$ cat src/rtl/approx_add_pkg.sv
// Constants shared by the approximate adder core and its arbiter wrapper.
// Bit positions describe where the lower-part approximation ends.
package approx_add_pkg;

   localparam int unsigned APPROX_LSB      = 4;
   localparam int unsigned APPROX_CIN_BIT  = 3;
   localparam int unsigned APPROX_PASS_BIT = 3;

   // Round-robin successor of idx among n requesters.
   function automatic int unsigned rr_next(input int unsigned idx, input int unsigned n);
      return (idx + 1 >= n) ? 0 : idx + 1;
   endfunction

endpackage

$ cat src/rtl/approx_add16se_core.sv
// Combinational signed adder with selectable exact or lower-part-approximate sum.
// Result is one bit wider than the operands, so neither mode can overflow.
module approx_add16se_core
   import approx_add_pkg::*;
#(
   parameter int unsigned W = 16
) (
   input  logic [W-1:0] a_i,
   input  logic [W-1:0] b_i,
   input  logic         exact_i,
   output logic [W:0]   sum_o
);

   localparam int unsigned HW = W - APPROX_LSB;

   logic [W:0]  exact_sum;
   logic [W:0]  approx_sum;
   logic [HW:0] hi_sum;

   always_comb begin
      exact_sum = {a_i[W-1], a_i} + {b_i[W-1], b_i};
      // Upper field uses B's top discarded bit as a carry-in guess.
      hi_sum = {a_i[W-1], a_i[W-1:APPROX_LSB]}
             + {b_i[W-1], b_i[W-1:APPROX_LSB]}
             + {{HW{1'b0}}, b_i[APPROX_CIN_BIT]};
      approx_sum                  = '0;
      approx_sum[W:APPROX_LSB]    = hi_sum;
      approx_sum[APPROX_PASS_BIT] = a_i[APPROX_PASS_BIT];
      sum_o = exact_i ? exact_sum : approx_sum;
   end

endmodule

$ cat src/rtl/approx_add_arbiter.sv
// Round-robin arbiter sharing one approximate adder among N_REQ requesters,
// with a registered, id-tagged response slot and a saturating op counter.
module approx_add_arbiter
   import approx_add_pkg::*;
#(
   parameter int unsigned N_REQ = 4,
   parameter int unsigned W     = 16,
   parameter int unsigned IDW   = 2,
   parameter int unsigned CNTW  = 16
) (
   input  logic               clk,
   input  logic               rst,
   input  logic [N_REQ-1:0]   req_valid,
   output logic [N_REQ-1:0]   req_ready,
   input  logic [N_REQ*W-1:0] req_a,
   input  logic [N_REQ*W-1:0] req_b,
   input  logic [N_REQ-1:0]   req_exact,
   output logic               rsp_valid,
   input  logic               rsp_ready,
   output logic [W:0]         rsp_sum,
   output logic [IDW-1:0]     rsp_id,
   output logic [CNTW-1:0]    op_count,
   input  logic               clr_count
);

   logic [IDW-1:0]   rr_q, rr_d;
   logic             rsp_valid_q, rsp_valid_d;
   logic [W:0]       rsp_sum_q, rsp_sum_d;
   logic [IDW-1:0]   rsp_id_q, rsp_id_d;
   logic [CNTW-1:0]  cnt_q, cnt_d;

   logic             slot_free;
   logic             grant_found;
   logic             accept;
   logic [IDW-1:0]   grant_idx;
   logic [IDW:0]     grant_sum;
   logic [N_REQ-1:0] valid_rot;
   logic [W-1:0]     a_sel, b_sel;
   logic             exact_sel;
   logic [W:0]       core_sum;

   assign slot_free = !rsp_valid_q || rsp_ready;

   // Rotate so bit 0 is the rr pointer; the first set bit is the winner.
   always_comb begin
      valid_rot   = N_REQ'({req_valid, req_valid} >> rr_q);
      grant_found = 1'b0;
      grant_idx   = '0;
      grant_sum   = '0;
      for (int k = 0; k < N_REQ; k++) begin
         if (!grant_found && valid_rot[k]) begin
            grant_found = 1'b1;
            grant_sum   = {1'b0, rr_q} + (IDW+1)'(k);
            if (grant_sum >= (IDW+1)'(N_REQ)) begin
               grant_sum = grant_sum - (IDW+1)'(N_REQ);
            end
            grant_idx = grant_sum[IDW-1:0];
         end
      end
   end

   assign accept = grant_found && slot_free && !rst;

   always_comb begin
      req_ready = '0;
      a_sel     = '0;
      b_sel     = '0;
      exact_sel = 1'b0;
      for (int i = 0; i < N_REQ; i++) begin
         if (grant_idx == IDW'(i)) begin
            req_ready[i] = accept;
            a_sel        = req_a[i*W +: W];
            b_sel        = req_b[i*W +: W];
            exact_sel    = req_exact[i];
         end
      end
   end

   approx_add16se_core #(
      .W (W)
   ) u_core (
      .a_i     (a_sel),
      .b_i     (b_sel),
      .exact_i (exact_sel),
      .sum_o   (core_sum)
   );

   always_comb begin
      rr_d        = rr_q;
      rsp_valid_d = rsp_valid_q;
      rsp_sum_d   = rsp_sum_q;
      rsp_id_d    = rsp_id_q;
      cnt_d       = cnt_q;
      // A new accept overwrites a response being drained in the same cycle.
      if (accept) begin
         rsp_valid_d = 1'b1;
         rsp_sum_d   = core_sum;
         rsp_id_d    = grant_idx;
         rr_d        = IDW'(rr_next(32'(grant_idx), N_REQ));
      end else if (rsp_ready) begin
         rsp_valid_d = 1'b0;
      end
      if (clr_count) begin
         cnt_d = '0;
      end else if (accept && cnt_q != {CNTW{1'b1}}) begin
         cnt_d = cnt_q + 1'b1;
      end
   end

   always_ff @(posedge clk or posedge rst) begin
      if (rst) begin
         rr_q        <= '0;
         rsp_valid_q <= 1'b0;
         rsp_sum_q   <= '0;
         rsp_id_q    <= '0;
         cnt_q       <= '0;
      end else begin
         rr_q        <= rr_d;
         rsp_valid_q <= rsp_valid_d;
         rsp_sum_q   <= rsp_sum_d;
         rsp_id_q    <= rsp_id_d;
         cnt_q       <= cnt_d;
      end
   end

   assign rsp_valid = rsp_valid_q;
   assign rsp_sum   = rsp_sum_q;
   assign rsp_id    = rsp_id_q;
   assign op_count  = cnt_q;

endmodule

$ cat config.mk
export PLATFORM = sky130hd
export DESIGN_NAME = approx_add_arbiter
export DESIGN_NICKNAME = d
export VERILOG_FILES = /design/src/rtl/approx_add_pkg.sv /design/src/rtl/approx_add16se_core.sv /design/src/rtl/approx_add_arbiter.sv
export SDC_FILE = /design/constraint.sdc
export NUM_CORES = 1
export LEC_CHECK = 0
export BUFFER_PORTS_ARGS = -buffer_cell sky130_fd_sc_hd__buf_2
export CORE_UTILIZATION = 52
export DETAILED_ROUTE_END_ITERATION = 6
export HOLD_SLACK_MARGIN = 0.12
export PLACE_DENSITY = 0.88
export SLEW_MARGIN = 10
export SYNTH_ARGS = -nofsm -noshare
export SYNTH_HDL_FRONTEND = slang
export SYNTH_SLANG_ARGS = --single-unit
$ cat constraint.sdc
create_clock -name clk -period 9 [get_ports clk]
set_input_delay 0.9 -clock clk [delete_from_list [all_inputs] [get_ports clk]]
set_output_delay 0.9 -clock clk [all_outputs]
set_load 0.05 [all_outputs]
Word level (Yosys, flattened, before mapping)

Index checks and enable logic that the tools add are counted.

Register bits after elaboration: 38
Input bits: 140
Output and inout bits: 40
Logic and storage cells: 76

Add/sub/neg operators: 12
Order comparisons: 5
Equality and inequality tests: 4
Shift operators: 1
Muxes and demuxes: 34
Reductions and logical operators: 15

Operators with widths:

| kind                                                                                 | number |
|---|---|
| 16-bit 2-to-1 mux                                                                    | 10 |
| 2-bit 2-to-1 mux                                                                     | 9 |
| 16-bit by 16-bit adder with 17-bit output                                            | 1 |
| 17-bit 2-to-1 mux                                                                    | 1 |
| 16-bit by 1-bit adder with 16-bit output (second input constant)                     | 1 |
| 16-bit != test (second input constant)                                               | 1 |
| 1-bit 2-to-1 mux                                                                     | 14 |
| 12-bit by 12-bit adder with 13-bit output                                            | 1 |
| 13-bit by 1-bit adder with 13-bit output                                             | 1 |
| 3-bit greater-or-equal comparator (second input constant)                            | 4 |
| 8-bit by 2-bit right shift with 4-bit output                                         | 1 |
| 2-bit by 1-bit subtractor with 2-bit output (second input constant)                  | 4 |
| 2-bit by 1-bit adder with 3-bit output (second input constant)                       | 2 |
| 2-bit by 2-bit adder with 3-bit output (second input constant)                       | 2 |
| 1-bit logical AND                                                                    | 6 |
| 1-bit zero test                                                                      | 5 |
| 2-bit == test (second input constant)                                                | 2 |
| 2-bit nonzero test                                                                   | 2 |
| 2-bit by 3-bit greater-or-equal comparator with 1-bit output (second input constant) | 1 |
| 2-bit by 1-bit == test with 1-bit output (second input constant)                     | 1 |
| 2-bit zero test                                                                      | 1 |
| 1-bit logical OR                                                                     | 1 |

Logic depth before layout (Yosys ltp)

Gate-level depths: netlist of run 1.

Word-level depth: 19
Depth in mapped cells: 22
Mapped depth without buffers: 21

Hierarchy

From an unflattened synthesis of run 1, not the netlist that was laid out.

Cell total of the unflattened synthesis: 510
Area, all modules: 3,952.5 µm²

By module, submodules not included:

| module              | times used | cells an instance | area an instance (µm²) | sequential area each (µm²) |
|---|---|---|---|---|
| approx_add_arbiter  | 1          | 373               | 2,947.8                | 950.9 |
| approx_add16se_core | 1          | 137               | 1,004.7                | 0.0 |

Least setup slack after synthesis of run 1

No wires, ideal clock.

Kind: input-to-reg
From: input req_valid[0]
To: register rsp_sum_q[10] (netlist: rsp_sum[10])
Arrival: 4.547 ns
Slack: 4.357 ns
Stages: 22
Path through: inv_1 -> nor2_1 -> a21oi_1 -> o22ai_1 -> a21oi_1 -> inv_1 -> ha_1 -> nor2b_1 -> clkbuf_1 -> a22oi_1 -> nor2_1 -> a21oi_1 -> o21ai_0 -> ha_1 -> inv_1 -> a2111oi_2 -> nor2_1 -> fa_1 -> o31ai_1 -> or2_4 -> a2111oi_4 -> a311oi_2

Cells in the longest elaborated chain, start to end: 19

RTL lines:

| element                                        | RTL line                  | source |
|---|---|---|
| start: declaration                             | approx_add_arbiter.sv:13  | `input logic [N_REQ-1:0] req_valid,` |
| 8-bit by 2-bit right shift with 4-bit output * | approx_add_arbiter.sv:46  | `valid_rot = N_REQ'({req_valid, req_valid} >> rr_q);` |
| 1-bit 2-to-1 mux                               | approx_add_arbiter.sv:51  | `if (!grant_found && valid_rot[k]) begin` |
| 1-bit zero test                                | approx_add_arbiter.sv:51  |  |
| 1-bit logical AND                              | approx_add_arbiter.sv:51  |  |
| 1-bit 2-to-1 mux                               | approx_add_arbiter.sv:51  |  |
| 1-bit zero test                                | approx_add_arbiter.sv:51  |  |
| 1-bit logical AND                              | approx_add_arbiter.sv:51  |  |
| 1-bit 2-to-1 mux                               | approx_add_arbiter.sv:51  |  |
| 1-bit zero test                                | approx_add_arbiter.sv:51  |  |
| 1-bit logical AND                              | approx_add_arbiter.sv:51  |  |
| 2-bit 2-to-1 mux *                             | approx_add_arbiter.sv:51  |  |
| via grant_idx[0]                               | approx_add_arbiter.sv:35  | `logic [IDW-1:0] grant_idx;` |
| 2-bit zero test                                | approx_add_arbiter.sv:70  | `if (grant_idx == IDW'(i)) begin` |
| 16-bit 2-to-1 mux (4 in a row)                 | approx_add_arbiter.sv:70  |  |
| 12-bit by 12-bit adder with 13-bit output      | approx_add16se_core.sv:24 | `+ {b_i[W-1], b_i[W-1:APPROX_LSB]}` |
| 13-bit by 1-bit adder with 13-bit output       | approx_add16se_core.sv:25 | `+ {{HW{1'b0}}, b_i[APPROX_CIN_BIT]};` |
| 17-bit 2-to-1 mux *                            | approx_add16se_core.sv:29 | `sum_o = exact_i ? exact_sum : approx_sum;` |
| end signal: assignment                         | approx_add_arbiter.sv:120 | `rsp_sum_q <= rsp_sum_d;` |
| end: declaration                               | approx_add_arbiter.sv:28  | `logic [W:0] rsp_sum_q, rsp_sum_d;` |

The timed path passes the listed nets; every way through them passes the cells marked *.
A chain may end at the register's enable or synchronous reset.

Worst setup path after layout of run 1

From: input req_valid[0]
To: register rsp_sum_q[16] (netlist: rsp_sum[16])

The elaborated chain is that of the path after synthesis.

==> reports/metrics.cfg, run 1 <==
[detailed_routing]
drtIter0Drc = 247
ant_nets = 0
wl_per_cell_um = 14.7
via_per_inst = 5.68
drt-total-wl_mm = 11.4
num_vias = 4422
drt_pass1_iterations = 5
remaining_drc_errors = 0

[floorplanning]
die_w_um = 87.7
ioPinCount = 180
initial_core_util_pct = 55.0
rows = 30
design.core.area_um2 = 6940
die_area_um2 = 7690
dieHeight_um = 87.7

[worst_setup_path]
startpoint = req_valid[0]
path_class = in -> reg
cp.arrival_ns = 5.37
crit_required_ns = 9.16
endpoint_kind = register
cp-endpoint = rsp_sum[16]
worstReg2RegStart = rr_q[0]
rr_worst_depth = 20
r2r_setup_slack_ns = 4.14
critPathMaxFanout = 14
cp-start-kind = input pin
r2r_end = rsp_sum[16]

[synthesis]
synth_edf_count = 0
synth_compound_area_share_pct = 31.6
synth.top_cells.by_area = dfrtp_1 25%, a21oi_1 8.8%, nand2_1 7.4%
synth_top_family_by_area = compound AO/OA/AOI/OAI gates
syn_inst = 524
synth-seq-area-share_pct = 24.9
synthSimpleGateAreaFrac_pct = 24.7
synthDistinctLibCells = 59
synthFlopType = dfrtp_1
yosysWarnings = 0
postSynthAreaPerCell_um2 = 7.28
synthArstFlopShare_pct = 100
synth_fa_ha_area_share_pct = 7.93
synth_top_area_share_pct = 24.9
ys_ff_latch = 38
synth_mux_area_share_pct = 1.11
netlist_area_um2 = 3820
syn_nets = 687
synthXorXnorAreaFrac_pct = 4.59
synth_top_area_cell = dfrtp_1

[clock_tree]
cts_root_buf = clkbuf_8
cts_tree = yes
clock_sinks = 38
cts_setup_buffers = 0
cts_resized = 0
path_clk_slew_ns = 0.07
cts_made_buffers = 5
cts_buffer_depth = 2
clk_latency_ns = 0.29
htree_num_levels = 2
ctsHoldBuffers = 0

[sta]
max_freq_ghz = 0.192
finalHoldViolations = 0
final.setup.tns_ns = 0
finalMaxSlewViolations = 0
finalSetupViolCount = 0
fin_crit_sh_pct = 57.8
finClkSkew_ns = 0.00776
worstMarginPinSlew_ns = 0.736
rsz0062_at_grt = no
maxSlewHeadroom_pct = 50.9
final.setup.worst_slack_ns = 3.79
finalCriticalPeriod_ns = 5.21

[final_layout]
finalNonFillerCells = 779
area_growth_syn_to_layout_pct = 26.5
final_nets = 845
antenna_cells = 0
drive_gt1_share_pct = 30.6

[power_and_ir_drop]
peakVddDrop_uv = 248
power_density_nw_per_um2 = 342
p_leak_nw = 2.48

[place]
dpl.hpwl_mm = 9.12
place_inst = 771
dp_slack_ns = 3.55
gp_congestion = 1.01
portBuffers = 179

[global_route]
grt_pass1_wl_mm = 18.5
track_usage_pct = 30.4
grt_max_degree = 68
grt_pass1_vias = 4183
antenna_found_initial = 0
grt_overflow = 0

[hold_path]
hold_class = reg -> reg

[run]
cap_violations = 0

[outcome]
status = complete, no violations

[flip-flops by register name, indices dropped and copies added, names as in the netlist]
register,cells
rsp_sum,17
op_count,16
rsp_id,2
rsp_valid,1
rr_q,2
[stage by stage]
| stage | instance area (um2) | hold slack, ns | power [mW] | utilization (%) |
|---|---|---|---|---|
| floorplan | 3820 | 0.494 | 1.25 | - |
| global route | 4830 | 0.525 | 1.80 | 69.5 |
| finish | 4830 | 0.489 | 1.65 | 69.5 |
| CTS | 4830 | 0.488 | 1.64 | 69.5 |
| global placement | 4730 | 0.461 | 1.48 | 68.1 |
| detailed placement | 4730 | 0.471 | 1.51 | 68.1 |
[layout by cell type (no fill, tap or decap), drive strengths merged, types with 4 or more instances in the layout]
cell | synthesis | final
nand3 | 9 | 9
nor2 | 73 | 73
xor2 | 15 | 15
dfrtp | 38 | 38
xnor2 | 5 | 5
a211o | 5 | 5
a211oi | 4 | 4
ha | 21 | 21
o21ai | 48 | 48
a21o | 17 | 17
inv | 12 | 12
a21oi | 67 | 67
buf | 11 | 185
or3 | 5 | 5
nand2 | 75 | 75
clkbuf | 23 | 6
nor2b | 5 | 5
and3 | 6 | 6
nand4 | 6 | 6
and2 | 9 | 9
a22oi | 20 | 20
[metal layers]
metal	wire (um)	up-vias	global-route usage [%]
met5	0	-	0
met4	324	0	10.7
met3	754	37	6.03
met2	5630	160	52.6
met1	4730	2038	37.7
li1	-	2187	-
[cells in the mapped netlist, types with 3 or more instances]
| master | instances |
|---|---|
| nand2_1 | 75 |
| nor2_1 | 73 |
| a21oi_1 | 67 |
| o21ai_0 | 48 |
| dfrtp_1 | 38 |
| clkbuf_1 | 23 |
| ha_1 | 21 |
| a22oi_1 | 20 |
| a21o_1 | 17 |
| xor2_1 | 15 |
| inv_1 | 12 |
| and2_1 | 9 |
| nand3_1 | 9 |
| and3_1 | 6 |
| nand4_1 | 6 |
| a211o_1 | 5 |
| xnor2_1 | 5 |
| buf_1 | 4 |
| buf_2 | 4 |
| nor2b_1 | 4 |
| or3_1 | 4 |
| and4_1 | 3 |
| o211ai_1 | 3 |
| o22ai_1 | 3 |
| o31ai_1 | 3 |
| or4_1 | 3 |
[critical path, stage by stage]
cell and delay, ns:
buf_2 0.11, inv_1 0.07, nor2_1 0.06, a21oi_1 0.13, o22ai_1 0.10, a21oi_1 0.33, inv_1 0.13, ha_1 0.45
nor2b_1 0.26, a22oi_1 0.18, nor2_1 0.07, a21oi_1 0.15, o21ai_0 0.10, ha_1 0.36, inv_1 0.10, a2111oi_2 0.35
nor2_1 0.11, fa_1 0.39, o31ai_1 0.44, o21ai_0 0.24, a21oi_1 0.23, o21ai_0 0.12
[cell families (layout without fill, tap and decap cells)]
| kind of cell | count (synthesis) | count (layout) |
|---|---|---|
| compound gates | 189 | 189 |
| flops | 38 | 38 |
| simple gates | 204 | 204 |
| fa+ha+maj | 23 | 23 |
| buf+inv | 46 | 205 |
| xor+xnor | 20 | 20 |
| mux | 4 | 4 |
[power by group]
| group | leakage [nW] | internal (mW) | switching [mW] |
|---|---|---|---|
| sequential | 0.493 | 0.216 | 0.0290 |
| clock | 0.0472 | 0.0616 | 0.0629 |
| combinational | 1.94 | 0.464 | 0.814 |
[area by class of cell]
class / instances / area, um2
clock buffers: 6 / 82.6
clock inverters: 2 / 12.5
fillers: 583 / 2120
inverters: 12 / 45.0
multi-input cells: 440 / 2670
flip-flops and latches: 38 / 951
well taps: 96 / 120
repair buffers: 185 / 941
[how the worst min path moves through the flow]
| stage | startpoint | end | slack, ns | depth (start not counted) |
|---|---|---|---|---|
| floorplan | rr_q[0] | rr_q[0] | 0.49 | 2 |
| global placement | rsp_id[1] | rsp_id[1] | 0.46 | 2 |
| detailed placement | rsp_sum[8] | rsp_sum[8] | 0.47 | 2 |
| CTS | rsp_sum[8] | rsp_sum[8] | 0.49 | 2 |
| global route | rsp_sum[8] | rsp_sum[8] | 0.53 | 2 |
| finish | rsp_sum[8] | rsp_sum[8] | 0.49 | 2 |
No activity file was read; power rests on OpenSTA's default activity.
==> run 2: changes to the inputs <==
--- a/config.mk
+++ b/config.mk
@@ -6,10 +6,10 @@
 export NUM_CORES = 1
 export LEC_CHECK = 0
 export BUFFER_PORTS_ARGS = -buffer_cell sky130_fd_sc_hd__buf_2
-export CORE_UTILIZATION = 52
+export CORE_UTILIZATION = 43
 export DETAILED_ROUTE_END_ITERATION = 6
 export HOLD_SLACK_MARGIN = 0.12
-export PLACE_DENSITY = 0.88
+export PLACE_DENSITY = 0.78
 export SLEW_MARGIN = 10
 export SYNTH_ARGS = -nofsm -noshare
 export SYNTH_HDL_FRONTEND = slang
==> constraint.sdc (replaced) <==
create_clock -name clk -period 4.5 [get_ports clk]
set_input_delay 0.45 -clock clk [delete_from_list [all_inputs] [get_ports clk]]
set_output_delay 0.45 -clock clk [all_outputs]
set_load 0.05 [all_outputs]
==> reports/metrics.cfg, run 2 (synthesized netlist as in run 1, its figures left out) <==
[clock_tree]
cts_tree = yes
cts_buffer_depth = 2
htree_num_levels = 2
clock_sinks = 38
path_clk_slew_ns = 0.08
clk_latency_ns = 0.29
cts_root_buf = clkbuf_8
cts_made_buffers = 5

[worst_setup_path]
worstReg2RegStart = rr_q[0]
rr_worst_depth = 20
cp.arrival_ns = 4.40
critPathMaxFanout = 5
crit_required_ns = 4.69
r2r_end = rsp_sum[10]
r2r_setup_slack_ns = 0.29
endpoint_kind = register
cp-start-kind = register
path_class = reg -> reg

[sta]
final.setup.worst_slack_ns = 0.294
worstMarginPinSlew_ns = 0.959
finalCriticalPeriod_ns = 4.21
finClkSkew_ns = 0.00529
max_freq_ghz = 0.238
final.setup.tns_ns = 0
finalHoldViolations = 0
maxSlewHeadroom_pct = 35.9
whs_ns = 0.269
finalSetupViolCount = 0
fin_crit_sh_pct = 93.5
rsz0062_at_grt = yes
finalMaxSlewViolations = 0

[global_route]
grt_pass1_vias = 3970
track_usage_pct = 24.1
grt_overflow = 0
antenna_found_initial = 0
grt_pass1_wl_mm = 17.6
grt_max_degree = 56

[final_layout]
fin_util_pct = 58.0
drive_gt1_share_pct = 32.3
final_nets = 853
final_design_area_no_fill_um2 = 5010
most-common-layout-cells = 179 x buf_2, 75 x nand2_1, 73 x nor2_1, 66 x a21oi_1, 48 x o21ai_0
fillers = 802
antenna_cells = 0
finalNonFillerCells = 799
layout_commonest_cell = buf_2
largest_reg_flops = 17
area_growth_syn_to_layout_pct = 31.3

[floorplanning]
die_area_um2 = 9260
dieHeight_um = 96.2
die_w_um = 96.2
ioPinCount = 180
design.core.area_um2 = 8640
initial_core_util_pct = 44.2
rows = 34

[detailed_routing]
wl_per_cell_um = 14.4
num_vias = 4428
remaining_drc_errors = 0
drt-total-wl_mm = 11.5
drt_pass1_iterations = 5
drtIter0Drc = 189
via_per_inst = 5.54
ant_nets = 0

[hold_path]
hold_class = in -> async

[power_and_ir_drop]
peakVddDrop_uv = 307
p_leak_nw = 2.56
finalPower_mw = 3.57
power_density_nw_per_um2 = 712

[outcome]
status = complete, no violations

[place]
portBuffers = 179
place_inst = 789
dp_slack_ns = -0.0943
dpl.hpwl_mm = 9.15
gp_congestion = 0.863
dpl-instance-area_um2 = 4820

[run]
cap_violations = 0

==> run 2: final cells by class <==
cell class	instances	area, um2	share of cell area [%]
multi-input cells	440	2710	54.1
repair buffers	193	1030	20.5
flip-flops and latches	38	951	19.0
well taps	108	135	2.70
clock buffers	6	82.6	1.65
clock inverters	2	60.1	1.20
inverters	12	45.0	0.899
==> run 2: worst max-delay path by stage <==
| stage | start | end | slack (ns) | cells after the start |
|---|---|---|---|---|
| after floorplan | req_valid[0] | rsp_sum[10] | 0.31 | 22 |
| after global placement | req_valid[0] | rsp_sum[14] | 0.12 | 22 |
| after detailed placement | req_valid[0] | rsp_sum[14] | -0.09 | 22 |
| after CTS | rr_q[0] | rsp_sum[16] | 0.10 | 20 |
| after global routing | rr_q[0] | rsp_sum[12] | -0.06 | 20 |
| final | rr_q[0] | rsp_sum[10] | 0.29 | 20 |
==> run 2: power breakdown <==
group	switching [mW]	internal, mW
clock	0.123	0.237
sequential	0.0555	0.432
combinational	1.70	1.02
==> run 2: timing repair <==
| item | CTS | global route |
|---|---|---|
| setup endpoints to repair | 0 | 7 |
| gates resized for setup | 0 | 7 |
| buffers inserted | 0 | 2 |
| hold buffers | 0 | 0 |
| hold endpoints to repair | 0 | 0 |
==> run 2: worst max-delay path, cell delays in order, from the launching register on <==
cell and delay (ns):
dfrtp_1 0.41, nor2_1 0.08, a21oi_1 0.13, o22ai_1 0.11, a21oi_2 0.23, inv_1 0.11, ha_1 0.22, nor2b_2 0.18
a22oi_1 0.18, nor2_1 0.06, a21oi_1 0.12, o21ai_0 0.11, ha_1 0.35, inv_1 0.10, a2111oi_2 0.34, nor2_1 0.12
fa_1 0.44, o31ai_4 0.29, or2_4 0.19, a2111oi_4 0.07, a311oi_2 0.26
==> run 2: per-layer routing <==
layer / vias to the layer above / GRT usage (%) / wire (um)
li1: 2200 / - / -
met5: - / 0 / 0
met2: 164 / 43.3 / 5650
met3: 26 / 3.40 / 694
met4: 0 / 5.60 / 238
met1: 2038 / 30.2 / 4920
